`src/rtl/jstk_spi_responder.sv`:
```
// -----------------------------------------------------------------------------
// jstk_spi_responder
//
// SPI mode-0 slave (MSB first) that exchanges one fixed-length frame of
// FRAME_BYTES bytes per slave-select low period. All SPI pins are
// oversampled in the clk_i domain, so clk_i must run at least 8x sclk_i.
//
// Ports
//   clk_i           : system clock, rising edge
//   reset_n_i       : asynchronous active-low reset
//   ss_i            : SPI slave select, active low (asynchronous)
//   sclk_i          : SPI clock, idle low (asynchronous)
//   mosi_i          : master-out data (asynchronous)
//   miso_o          : slave-out data, 0 outside a frame
//   tx_data_i       : response frame, MSB byte sent first, sampled at frame start
//   rx_data_o       : last complete received frame, first byte in the MSBs
//   rx_valid_o      : one-cycle pulse when rx_data_o is updated
//   rx_byte_o       : most recent completed byte
//   rx_byte_valid_o : one-cycle pulse per completed byte
//   abort_o         : one-cycle pulse when slave select rises before a full frame
//   busy_o          : high while a frame is being shifted
// -----------------------------------------------------------------------------
`timescale 1ns/1ps

module jstk_spi_responder #(
    parameter int FRAME_BYTES = 5
) (
    input  logic                     clk_i,
    input  logic                     reset_n_i,
    input  logic                     ss_i,
    input  logic                     sclk_i,
    input  logic                     mosi_i,
    output logic                     miso_o,
    input  logic [8*FRAME_BYTES-1:0] tx_data_i,
    output logic [8*FRAME_BYTES-1:0] rx_data_o,
    output logic                     rx_valid_o,
    output logic [7:0]               rx_byte_o,
    output logic                     rx_byte_valid_o,
    output logic                     abort_o,
    output logic                     busy_o
);

    localparam int FRAME_BITS = 8 * FRAME_BYTES;
    // The counter is only 6 bits wide, so a 64-bit frame completes when the
    // counter wraps back to zero; the low six bits of the length cover both.
    localparam logic [6:0] FRAME_BITS_W = 7'(FRAME_BITS);
    localparam logic [5:0] FRAME_CNT    = FRAME_BITS_W[5:0];

    typedef enum logic [1:0] {
        HOLD  = 2'd0,
        IDLE  = 2'd1,
        SHIFT = 2'd2
    } state_t;

    state_t r_state;
    state_t w_nextState;

    logic r_ssMeta,   r_ssSync,   r_ssHist;
    logic r_sclkMeta, r_sclkSync, r_sclkHist;
    logic r_mosiMeta, r_mosiSync, r_mosiHist;

    logic [FRAME_BITS-1:0] r_txShift;
    logic [FRAME_BITS-1:0] r_rxShift;
    logic [5:0]            r_bitCnt;
    logic                  r_riseDone;

    logic [FRAME_BITS-1:0] r_rxData;
    logic                  r_rxValid;
    logic [7:0]            r_rxByte;
    logic                  r_rxByteValid;
    logic                  r_abort;

    logic w_ssRise, w_ssFall, w_sclkRise, w_sclkFall;
    logic w_byteDone, w_frameDone;

    // Two-flop synchronizers plus a history flop per pin. Everything resets
    // low; in particular ss reads as "selected" after reset, so a frame that
    // was already running is ignored until the master raises ss.
    always_ff @(posedge clk_i or negedge reset_n_i) begin
        if (!reset_n_i) begin
            r_ssMeta   <= 1'b0;
            r_ssSync   <= 1'b0;
            r_ssHist   <= 1'b0;
            r_sclkMeta <= 1'b0;
            r_sclkSync <= 1'b0;
            r_sclkHist <= 1'b0;
            r_mosiMeta <= 1'b0;
            r_mosiSync <= 1'b0;
            r_mosiHist <= 1'b0;
        end else begin
            r_ssMeta   <= ss_i;
            r_ssSync   <= r_ssMeta;
            r_ssHist   <= r_ssSync;
            r_sclkMeta <= sclk_i;
            r_sclkSync <= r_sclkMeta;
            r_sclkHist <= r_sclkSync;
            r_mosiMeta <= mosi_i;
            r_mosiSync <= r_mosiMeta;
            r_mosiHist <= r_mosiSync;
        end
    end

    assign w_ssRise   =  r_ssSync   & ~r_ssHist;
    assign w_ssFall   = ~r_ssSync   &  r_ssHist;
    assign w_sclkRise =  r_sclkSync & ~r_sclkHist;
    assign w_sclkFall = ~r_sclkSync &  r_sclkHist;

    // Byte and frame completion are judged the cycle after the sclk rise that
    // advanced the counter, which is what makes the result pulses land one
    // cycle after the final bit is captured.
    assign w_byteDone  = r_riseDone && (r_bitCnt[2:0] == 3'd0);
    assign w_frameDone = r_riseDone && (r_bitCnt == FRAME_CNT);

    // State register.
    always_ff @(posedge clk_i or negedge reset_n_i) begin
        if (!reset_n_i) begin
            r_state <= HOLD;
        end else begin
            r_state <= w_nextState;
        end
    end

    // Next-state logic. A completed frame wins over a simultaneous ss rise,
    // since the frame is no longer short at that point.
    always_comb begin
        w_nextState = r_state;
        case (r_state)
            HOLD: begin
                if (r_ssSync) begin
                    w_nextState = IDLE;
                end
            end
            IDLE: begin
                if (w_ssFall) begin
                    w_nextState = SHIFT;
                end
            end
            SHIFT: begin
                if (w_frameDone) begin
                    w_nextState = HOLD;
                end else if (w_ssRise) begin
                    w_nextState = IDLE;
                end
            end
            default: begin
                w_nextState = HOLD;
            end
        endcase
    end

    // Shift registers, bit counter and result pulses. An ss rise masks any
    // sclk edge detected in the same cycle.
    always_ff @(posedge clk_i or negedge reset_n_i) begin
        if (!reset_n_i) begin
            r_txShift     <= '0;
            r_rxShift     <= '0;
            r_bitCnt      <= 6'd0;
            r_riseDone    <= 1'b0;
            r_rxData      <= '0;
            r_rxValid     <= 1'b0;
            r_rxByte      <= 8'd0;
            r_rxByteValid <= 1'b0;
            r_abort       <= 1'b0;
        end else begin
            r_riseDone    <= 1'b0;
            r_rxValid     <= 1'b0;
            r_rxByteValid <= 1'b0;
            r_abort       <= 1'b0;
            case (r_state)
                IDLE: begin
                    if (w_ssFall) begin
                        r_txShift <= tx_data_i;
                        r_rxShift <= '0;
                        r_bitCnt  <= 6'd0;
                    end
                end
                SHIFT: begin
                    if (w_byteDone) begin
                        r_rxByte      <= r_rxShift[7:0];
                        r_rxByteValid <= 1'b1;
                    end
                    if (w_frameDone) begin
                        r_rxData  <= r_rxShift;
                        r_rxValid <= 1'b1;
                    end else if (w_ssRise) begin
                        r_abort <= 1'b1;
                    end else if (w_sclkRise) begin
                        r_rxShift  <= {r_rxShift[FRAME_BITS-2:0], r_mosiHist};
                        r_bitCnt   <= r_bitCnt + 6'd1;
                        r_riseDone <= 1'b1;
                    end else if (w_sclkFall) begin
                        r_txShift <= {r_txShift[FRAME_BITS-2:0], 1'b0};
                    end
                end
                default: begin
                end
            endcase
        end
    end

    assign miso_o          = (r_state == SHIFT) & r_txShift[FRAME_BITS-1];
    assign busy_o          = (r_state == SHIFT);
    assign rx_data_o       = r_rxData;
    assign rx_valid_o      = r_rxValid;
    assign rx_byte_o       = r_rxByte;
    assign rx_byte_valid_o = r_rxByteValid;
    assign abort_o         = r_abort;

endmodule

```
`config.mk`:
```
export PLATFORM = sky130hd
export DESIGN_NAME = jstk_spi_responder
export DESIGN_NICKNAME = d
export VERILOG_FILES = /design/src/rtl/jstk_spi_responder.sv
export SDC_FILE = /design/constraint.sdc
export NUM_CORES = 1
export LEC_CHECK = 0
export CAP_MARGIN = 25
export CORE_MARGIN = 10
export CORE_UTILIZATION = 62
export DETAILED_ROUTE_END_ITERATION = 8
export DONT_BUFFER_PORTS = 1
export HOLD_SLACK_MARGIN = 0.02
export PLACE_DENSITY = 0.89
export SKIP_LAST_GASP = 1
export SLEW_MARGIN = 20
export SYNTH_ARGS = -nofsm -noshare
export SYNTH_HDL_FRONTEND = slang
export SYNTH_SLANG_ARGS = --single-unit
export TNS_END_PERCENT = 5
```
`constraint.sdc`:
```
create_clock -name clk_i -period 3.9 [get_ports clk_i]
set_input_delay 0.585 -clock clk_i [delete_from_list [all_inputs] [get_ports clk_i]]
set_output_delay 0.585 -clock clk_i [all_outputs]
set_load 0.1 [all_outputs]
```
## Word level (Yosys, flattened, before mapping)

Index checks and enable logic that the tools add are counted.
Widths: inputs -> output; s select.

| storage, ports and cells | value |
|---|---|
| word-level logic and storage cells | 82 |
| bits in registers | 149 |
| output and inout bits | 53 |
| input bits | 45 |

| operators by class | value |
|---|---|
| reduce and logical (&&, ||, !) cells | 10 |
| eq/ne operators | 11 |
| multiplexer cells | 32 |
| bitwise gates (word level) | 9 |
| add/subtract/negate cells | 1 |

Operator list:

| operator | number |
|---|---|
| $mux 40 | 9 |
| $pmux 40 s2 | 2 |
| $mux 6 | 4 |
| $pmux 6 s2 | 1 |
| $mux 1 | 11 |
| $ne 2x2->1 const B | 5 |
| $mux 2 | 4 |
| $add 6x1->6 const B | 1 |
| $eq 6x6->1 const B | 1 |
| $pmux 2 s3 | 1 |
| $reduce_and 6->1 | 1 |
| $and 1x1->1 | 5 |
| $reduce_and 5->1 | 1 |
| $ne 2x1->1 const B | 2 |
| $not 1->1 | 4 |
| $reduce_and 2->1 | 2 |
| $logic_not 3->1 | 1 |
| $ne 3x1->1 const B | 1 |
| $reduce_and 3->1 | 1 |
| $eq 2x1->1 const B | 1 |
| $eq 2x2->1 const B | 1 |
| $logic_and 1x1->1 | 2 |
| $logic_not 2->1 | 1 |
| $reduce_bool 2->1 | 1 |

## Depth between registers and ports, before layout

Gate-level depths: netlist of the first run.

| logic depth | value |
|---|---|
| depth in word-level cells | 7 |
| depth in mapped cells | 8 |
| gate-level depth less buffers | 6 |

## Worst setup path before layout of the first run

No wires, ideal clock.

| path | value |
|---|---|
| path type | reg2out |
| start point | register r_state[0] |
| end point | output port miso_o |
| arrival | 2,673 ps |
| stages on the path, launching flop included | 6 |
| data required time | 3,315 ps |
| path buffers | 2 |
| path slack | 642 ps |
| path through | dfrtp_1 > nand2b_1 > buf_2 > inv_2 > clkbuf_1 > and2_1 |

| on the way | value |
|---|---|
| longest elaborated chain between the ends | 2 |

RTL lines:

| what | RTL line | RTL |
|---|---|---|
| start, declared | 55 | `state_t r_state;` |
| start signal, assigned | 119 | `r_state <= w_nextState;` |
| $eq 2x2->1 | -- |  |
| net busy_o | 40 | `output logic busy_o` |
| $and 1x1->1 | 201 | `assign miso_o = (r_state == SHIFT) & r_txShift[FRAME_BITS-1];` |
| end, declared | 33 | `output logic miso_o,` |

The timed path passes the listed nets, and every way through them passes these cells.

## Worst setup path after layout of the first run

| path | value |
|---|---|
| start point | register r_state[0] |
| end point | register r_txShift[17] |

| on the way | value |
|---|---|
| longest elaborated chain between the ends | 3 |
| elaborated cells on any way between the ends | 10 |
| those cells by class | 7 x eq/ne; 1 x mux; 2 x reduce/logical |

RTL lines:

| what | RTL line | RTL |
|---|---|---|
| $eq 2x2->1 / $eq 2x1->1 (equally long branches) | 169 | `case (r_state)` |
| $ne 2x2->1 (no source line) (tied with other cells) | -- |  |
| $reduce_and 6->1 (no source line) | -- |  |
| end signal, assigned | 172 | `r_txShift <= tx_data_i;` |
| end signal, assigned | 192 | `r_txShift <= {r_txShift[FRAME_BITS-2:0], 1'b0};` |
| end, declared | 62 | `logic [FRAME_BITS-1:0] r_txShift;` |

Parallel ways exist; a longest one is shown, timed or not.
A chain may end at the register's enable or synchronous reset.

==> results of run 1 <==
[routing by layer]
layer	vias up	wire [µm]
li1	1618	-
met1	1849	4980
met2	92	5970
met3	4	789
met4	0	63
met5	-	0
[cells by family after synthesis]
logic type / after synthesis / synth area share (%)
fa+ha+maj: 2 / 0.419
buf+inv: 32 / 2.60
xor+xnor: 1 / 0.147
compound gates: 54 / 7.61
mux: 88 / 16.6
flops: 149 / 62.5
simple gates: 144 / 10.1
[metrics by stage]
step,util (%),std cells,area (µm²),hold slack (ps),setup WS [ps]
after floorplan,-,470,5970,289,642
after global placement,65.1,578,6040,295,1320
after detailed placement,65.1,578,6040,294,1220
after CTS,71.4,610,6630,-247,1240
after global routing,71.7,611,6660,-258,1090
final,71.7,611,6660,-223,1220
[power groups by stage]
stage,Sequential (mW),Clock [mW],Combinational (mW)
3_3_place_gp,1.86,0,0.304
6_report,1.86,1.60,0.333
2_1_floorplan,1.84,0,0.289
4_1_cts,1.85,1.64,0.335
3_5_place_dp,1.88,0,0.329
5_1_grt,1.87,1.71,0.371
[cells in the mapped netlist]
| cell type | count | area [µm²] |
|---|---|---|
| inv_2 | 1 | 3.75 |
| buf_6 | 2 | 22.5 |
| a22o_1 | 42 | 368 |
| o21ai_0 | 3 | 15.0 |
| xnor2_1 | 1 | 8.76 |
| and2_1 | 1 | 6.26 |
| nor3b_1 | 1 | 7.51 |
| o32ai_1 | 1 | 8.76 |
| nor4b_1 | 1 | 8.76 |
| a211o_1 | 2 | 17.5 |
| nor2_2 | 1 | 6.26 |
| a221o_1 | 1 | 10.0 |
| nor3_4 | 1 | 16.3 |
| nand2b_1 | 2 | 12.5 |
| nand4_1 | 1 | 6.26 |
| mux2_1 | 10 | 113 |
| inv_1 | 5 | 18.8 |
| nand2_1 | 121 | 454 |
| nor3_1 | 4 | 20.0 |
| nand3_1 | 2 | 10.0 |
| a41oi_1 | 2 | 17.5 |
| nor2_1 | 4 | 15.0 |
| mux2_2 | 78 | 878 |
| ha_1 | 2 | 25.0 |
| a21oi_1 | 2 | 10.0 |
| buf_1 | 1 | 3.75 |
| buf_2 | 16 | 80.1 |
| dfrtp_1 | 149 | 3730 |
| or2_2 | 1 | 6.26 |
| nand3b_1 | 2 | 15.0 |
| clkbuf_1 | 7 | 26.3 |
| nor2b_1 | 1 | 6.26 |
| o21bai_1 | 1 | 7.51 |
| and4bb_2 | 1 | 12.5 |
[flip-flops by register name, indices dropped and copies added, names as in the netlist, 2 cells and up]
register	flops
r_txShift	40
r_state	2
rx_data_o	40
r_bitCnt	6
r_rxShift	40
rx_byte_o	8
[how the worst max path moves through the flow]
stage,from,endpoint,slack [ps]
detailed placement,r_state[0],r_txShift[8],1220
floorplan,r_state[0],miso_o,640
CTS,r_state[0],r_txShift[32],1240
global route,r_state[0],r_txShift[39],1090
finish,r_state[0],r_txShift[17],1220
global placement,r_state[0],r_txShift[17],1320
[layout make-up]
class,instances,area (µm²),share of cell area (%)
Timing Repair Buffer,6,65.1,0.977
Multi-Input combinational cell,289,2090,31.4
Inverter,6,22.5,0.338
Clock inverter,11,149,2.24
Clock buffer,21,439,6.59
Tap cell,129,161,2.42
Sequential cell,149,3730,56.0
[critical path, cell delays in order (launching register included)]
cell,delay (ps)
dfrtp_1,400
nand2b_1,190
inv_2,410
a41oi_1,280
nor2_4,840
mux2_2,430
==> out/qor.yml, run 1 <==
status: "finished with violations"
violations: "hold timing"
ff2ff_path_depth: 5
power_leakage_nw: 3.28
period_share_pct: 68.7
yosysWarnings: 0
finalHoldViolations: 149
report.final.setup_viol: 0
final_common_cell: "dfrtp_1"
timing.hold.ws_ps: -223
busiest_layer: "met2"
p_int_mw: 2.91
p_switching_uw: 875
power_frac_clock_pct: 42.3
grt_use_met2_pct: 28.1
diodes: 0
powerDensity_nw_per_um2: 569
syn_area_per_cell_um2: 12.7
cts_resized: 0
synthCells: 470
slew_headroom_pct: 30.7
hpwl_um: 7500
grt_first_pass_wirelength_um: 19600
setup.worst_path.class: "flip-flop to flip-flop"
htreeDepth: 4
r2r_slack_ps: 1220
num_io_pins: 98
die_y_um: 118
r2r-start: "r_state[0]"
drc: 0
syn_area_um2: 5970
dieArea_um2: 13900
worst_pin_slew_ps: 1040
use_met1_pct: 20.5
std_cell_rows: 35
peakVddDrop_mv: 0.340
ys_ff_latch: 149
slew_violations: 0
wl_per_cell_um: 19.3
overflow: 0
ys_types: 34
fmax_ghz: 0.373
p_seq_share_pct: 49.0
clk_latency_ps: 500
grt_pass1_vias: 3735
seq_area_frac_synth_pct: 62.5
wl_um: 11800
gp_congestion: 0.794
start_util_pct: 64.3
hp-class: "input pin to async pin"
worstSetupEndpointType: "flip-flop"
mostFrequentLayoutCells: "149 x dfrtp_1, 121 x nand2_1, 78 x mux2_2, 42 x a22o_1, 16 x clkbuf_16"
via_per_inst: 5.83
clk_pin_slew_ps: 60
nets: 516
grt_max_degree: 150
nFillCells: 629
crit_path_max_fanout: 39
vias: 3563
rsz0062_at_grt: "no"
portBuffers: 0
postCtsSetupRepairBufs: 0
cp.arrival_ps: 3060
finClkSkew_ps: 11.4
cts_tree: "yes"
antenna_found_initial: 0
cts-root-buf: "clkbuf_8"
synth_fp_nets: 517
grt_use_met3_pct: 6.43
area_delta_synth_final_pct: 11.6
cp-start-kind: "flip-flop"
worstPathRequired_ps: 4280
p_sw_share_pct: 23.1
clock_sinks: 149
layout-drive-gt1-share_pct: 24.7
fin_tns_setup_ps: 0
dr.pass1.iters: 4
layout_min_cycle_time_ps: 2680
numCtsBuffers: 17
total_power_mw: 3.79
drt_iter0_drc: 213
ant_nets: 0
cts_buffer_depth: 2
grt_use_total_pct: 17.2
pwr-share-comb_pct: 8.8
r2r-end: "r_txShift[17]"
fp.dieW_um: 118
core_um2: 9280
max_cap_violations: 0
Power figures use the tool's default switching activity.
==> run 2, diff against run 1 <==
Settings changed: CORE_UTILIZATION 62 to 57, PLACE_DENSITY 0.89 to 0.86.
Clock period 3.9 ns to 2.27 ns, I/O delays scaled along.
==> out/qor.yml, run 2 (same netlist as run 1, synthesis figures left out) <==
worst_pin_slew_ps: 1020  # was 1040 ps
portBuffers: 0  # unchanged
core_um2: 10300  # was 9280 µm²
violations: "hold timing"  # unchanged
vias: 3547  # was 3563
wl_per_cell_um: 18.0  # was 19.3 µm
final_common_cell: "dfrtp_1"  # unchanged
pre_cts_slack_ps: 120  # was 1220 ps
clock_sinks: 149  # unchanged
nets: 528  # was 516
cp-start-kind: "flip-flop"  # unchanged
rsz0062_at_grt: "yes"  # was no
timing.hold.ws_ps: -478  # was -223 ps
htreeDepth: 4  # unchanged
start_util_pct: 58.0  # was 64.3%
max_cap_violations: 0  # unchanged
num_io_pins: 98  # unchanged
finClkSkew_ps: 9.27  # was 11.4 ps
dieArea_um2: 15000  # was 13900 µm²
layout_min_cycle_time_ps: 2180
fmax_ghz: 0.458
postCtsSetupRepairBufs: 0  # unchanged
grt_use_total_pct: 15.6  # was 17.2%
std_cell_rows: 37  # was 35
hpwl_um: 7310  # was 7500 µm
die_y_um: 122  # was 118 µm
drt_iter0_drc: 244  # was 213
hp-class: "input pin to async pin"  # unchanged
powerDensity_nw_per_um2: 939  # was 569 nW/µm²
cts_tree: "yes"  # unchanged
antenna_found_initial: 0  # unchanged
cts-root-buf: "clkbuf_8"  # unchanged
diodes: 0  # unchanged
numCtsBuffers: 17  # unchanged
fp.dieW_um: 122  # was 118 µm
clk_latency_ps: 510  # was 500 ps
worstSetupEndpointType: "primary output"  # was flip-flop
overflow: 0  # unchanged
slew_violations: 0  # unchanged
total_power_mw: 6.35  # was 3.79 mW
r2r_slack_ps: 90  # was 1220 ps
cp.arrival_ps: 1840  # was 3060 ps
ff2ff_path_depth: 6  # was 5
ant_nets: 0  # unchanged
via_per_inst: 5.63  # was 5.83
crit_end: "miso_o"  # was r_txShift[17]
period_share_pct: 96.1
dr.pass1.iters: 5  # was 4
crit_path_max_fanout: 30  # was 39
report.final.setup_viol: 0  # unchanged
fin_cells: 630  # was 611
area_delta_synth_final_pct: 13.3  # was 11.6%
clk_pin_slew_ps: 60  # about the same
finalHoldViolations: 149  # unchanged
grt_first_pass_wirelength_um: 18700  # was 19600 µm
wl_um: 11400  # was 11800 µm
r2r-start: "r_bitCnt[0]"  # was r_state[0]
peakVddDrop_mv: 0.455  # was 0.340 mV
grt_max_degree: 150  # unchanged
dpl.cell_count: 594  # was 578
status: "finished with violations"  # unchanged
postLayoutSetupSlackWorst_ps: 87.5  # was 1220 ps
layout-drive-gt1-share_pct: 26.3  # was 24.7%
cp-startpoint: "r_state[0]"  # unchanged
grt_pass1_vias: 3652  # was 3735
slew_headroom_pct: 31.9  # was 30.7%
cts_buffer_depth: 2  # unchanged
r2r-end: "r_bitCnt[0]"  # was r_txShift[17]
power_leakage_nw: 3.33  # was 3.28 nW
mostFrequentLayoutCells: "149 x dfrtp_1, 121 x nand2_1, 78 x mux2_2, 42 x a22o_1, 16 x clkbuf_16"  # unchanged
gp_congestion: 0.810  # was 0.794
worstPathRequired_ps: 1930  # was 4280 ps
hold_buffers: 4
drc: 0  # unchanged
setup.worst_path.class: "flip-flop to primary output"  # was flip-flop to flip-flop
run 2: metal layers:
metal	track usage [%]	vias up	part of all wire, %
li1	-	1645	-
met1	19.3	1796	43
met2	25.2	97	49
met5	0	-	0
met4	4.79	0	0.68
met3	5.83	9	7.8
run 2: what timing repair did:
action                                  4_1_cts  5_1_grt
gates resized for setup                       1        1
endpoints found under the setup margin        1       46
pin swaps                                     0        1
endpoints found under the hold margin       153      149
run 2: final cells by class:
type | count | area, µm²
clock buffer | 19 | 432
clock inverter | 13 | 123
timing repair buffer | 18 | 190
tap | 136 | 170
fill | 754 | 3520
inverter | 6 | 22.5
sequential | 149 | 3730
multi-input combinational | 289 | 2100
run 2: metrics by stage:
step / TNS [ps] / area (µm²) / utilization [%]
after global placement: 0 / 6160 / 59.9
after CTS: -4.38 / 6760 / 65.8
after global routing: -1220 / 6760 / 65.8
after detailed placement: 0 / 6160 / 59.9
after floorplan: 0 / 5970 / -
final: 0 / 6760 / 65.8
run 2: worst min-delay path by stage:
stage,start,endpoint,slack (ps),depth (start not counted)
5_1_grt,reset_n_i,r_txShift[18],-510,0
3_5_place_dp,reset_n_i,r_txShift[18],50,0
2_1_floorplan,reset_n_i,abort_o,40,0
4_1_cts,reset_n_i,rx_data_o[2],-500,0
6_report,reset_n_i,r_txShift[18],-480,0
3_3_place_gp,reset_n_i,r_txShift[18],50,0
run 2: worst max-delay path: stages (launching register included):
cell and delay [ps]:
dfrtp_1 400, nand2b_1 190, inv_2 110, buf_6 230, and2_2 210, buf_12 170
run 2: where the power goes:
part | leakage [nW] | switching, mW | total (mW) | internal (mW)
clock network | 0.262 | 1.08 | 2.58 | 1.49
registers | 1.97 | 0.178 | 3.17 | 2.99
logic | 1.10 | 0.270 | 0.597 | 0.327
total | 3.33 | 1.53 | 6.35 | 4.82
==> run 3, diff against run 2 <==
Settings changed: SKIP_LAST_GASP 1 to unset.
==> out/qor.yml, run 3 (same netlist as run 1, synthesis figures left out) <==
status: "finished with violations"  # unchanged
violations: "hold timing"  # unchanged
cp-start-kind: "flip-flop"  # unchanged
post-route-util_pct: 65.9  # was 65.8%
die_y_um: 122  # unchanged
portBuffers: 0  # unchanged
fp.dieW_um: 122  # unchanged
final_common_cell: "dfrtp_1"  # unchanged
hp-class: "input pin to async pin"  # unchanged
core_um2: 10300  # unchanged
via_per_inst: 5.61  # was 5.63
start_util_pct: 58.0  # unchanged
total_power_mw: 6.35  # about the same
report.final.setup_viol: 0  # unchanged
hold_buffers: 4  # unchanged
power_leakage_nw: 3.33  # about the same
grt_use_met3_pct: 5.83  # unchanged
cts_tree: "yes"  # unchanged
diodes: 0  # unchanged
rsz0062_at_grt: "yes"  # unchanged
dieArea_um2: 15000  # unchanged
wl_per_cell_um: 18.0  # about the same
worstPathRequired_ps: 1930  # about the same
worstPathCellList: "nand2b_1, inv_2, buf_8, and2_2, buf_12"  # was nand2b_1, inv_2, buf_6, and2_2, buf_12
slew_violations: 0  # unchanged
layout-drive-gt1-share_pct: 26.5  # was 26.3%
critical_path.top_delay_family: "buffers and inverters"  # unchanged
period_share_pct: 94.5  # was 96.1%
cp_slowest_cell: "dfrtp_1"  # unchanged
hpwl_um: 7310  # unchanged
area_delta_synth_final_pct: 13.5  # was 13.3%
timing.hold.ws_ps: -477  # was -478 ps
gp_congestion: 0.810  # unchanged
ant_nets: 0  # unchanged
busiest_layer: "met2"  # unchanged
nFillCells: 750  # was 754
grt_use_met2_pct: 25.2  # unchanged
overflow: 0  # unchanged
crit_path_max_fanout: 30  # unchanged
cp.arrival_ps: 1800  # was 1840 ps
powerDensity_nw_per_um2: 938  # was 939 nW/µm²
numCtsBuffers: 17  # unchanged
fmax_ghz: 0.466  # was 0.458 GHz
worst_pin_slew_ps: 1030  # was 1020 ps
grt_first_pass_wirelength_um: 18700  # about the same
use_met1_pct: 19.2  # was 19.3%
grt_use_total_pct: 15.6  # about the same
cp.buffers_inverters: 3  # unchanged
drc: 0  # unchanged
setup.worst_path.class: "flip-flop to primary output"  # unchanged
finalHoldViolations: 149  # unchanged
grt_max_degree: 150  # unchanged
htreeDepth: 4  # unchanged
max_cap_violations: 0  # unchanged
slew_headroom_pct: 31.2  # was 31.9%
vias: 3534  # was 3547
drt_iter0_drc: 247  # was 244
grt_pass1_vias: 3652  # unchanged
layout_min_cycle_time_ps: 2150  # was 2180 ps
cts_buffer_depth: 2  # unchanged
clk_latency_ps: 510  # about the same
nets: 528  # unchanged
num_io_pins: 98  # unchanged
clock_sinks: 149  # unchanged
std_cell_rows: 37  # unchanged
mostFrequentLayoutCells: "149 x dfrtp_1, 121 x nand2_1, 78 x mux2_2, 42 x a22o_1, 16 x clkbuf_16"  # unchanged
worstSetupEndpointType: "primary output"  # unchanged
antenna_found_initial: 0  # unchanged
peakVddDrop_mv: 0.456  # was 0.455 mV
finClkSkew_ps: 9.92  # was 9.27 ps
cpPeakStageDelay_ps: 400  # about the same
cts-root-buf: "clkbuf_8"  # unchanged
wl_um: 11300  # was 11400 µm
dr.pass1.iters: 5  # unchanged
clk_pin_slew_ps: 60  # about the same
[run 3: final timing paths]
kind / end / slack, ps / startpoint / cells past startpoint
max: miso_o / 120 / r_state[0] / 5
max reg2reg: r_bitCnt[0] / 150 / r_bitCnt[0] / 6
max in group asynchronous: r_rxShift[35] / 2530 / reset_n_i / 0
min in group clk_i: r_txShift[25] / 60 / tx_data_i[25] / 3
min: r_txShift[18] / -480 / reset_n_i / 0
min reg2reg: r_mosiHist / 350 / r_mosiSync / 0
[run 3: power by group]
| part | internal [mW] | switching (mW) |
|---|---|---|
| Sequential | 2.99 | 0.179 |
| Clock | 1.49 | 1.09 |
| Combinational | 0.328 | 0.270 |
[run 3: per-stage QoR]
step                      setup WS, ps  cells  TNS, ps  cell area [µm²]
final                              125    630        0             6770
after global routing             -3.63    630    -4.93             6770
after CTS                         68.1    630        0             6760
after detailed placement           120    594        0             6160
after global placement             197    594        0             6160
after floorplan                   43.1    470        0             5970
[run 3: layer usage]
metal  share of wire (%)  up-vias  wire (µm)
met2                  49       95       5550
met5                   0        -          0
li1                    -     1641          -
met3                 7.6        8        863
met4                0.61        0         69
met1                  43     1790       4860
[run 3: repair_timing]
| item | 4_1_cts | 5_1_grt |
|---|---|---|
| setup buffers | 0 | 0 |
| setup endpoints to repair | 1 | 45 |
| resized for setup | 2 | 3 |
| pin swaps | 0 | 4 |
| endpoints found under the hold margin | 153 | 149 |
[run 3: layout make-up]
class / count / area, µm² / area share, %
inverter: 6 / 22.5 / 0.333
tap: 136 / 170 / 2.51
sequential: 149 / 3730 / 55.1
clock inverter: 13 / 123 / 1.81
clock buffer: 19 / 432 / 6.37
multi-input combinational: 289 / 2100 / 31.1
timing repair buffer: 18 / 194 / 2.86
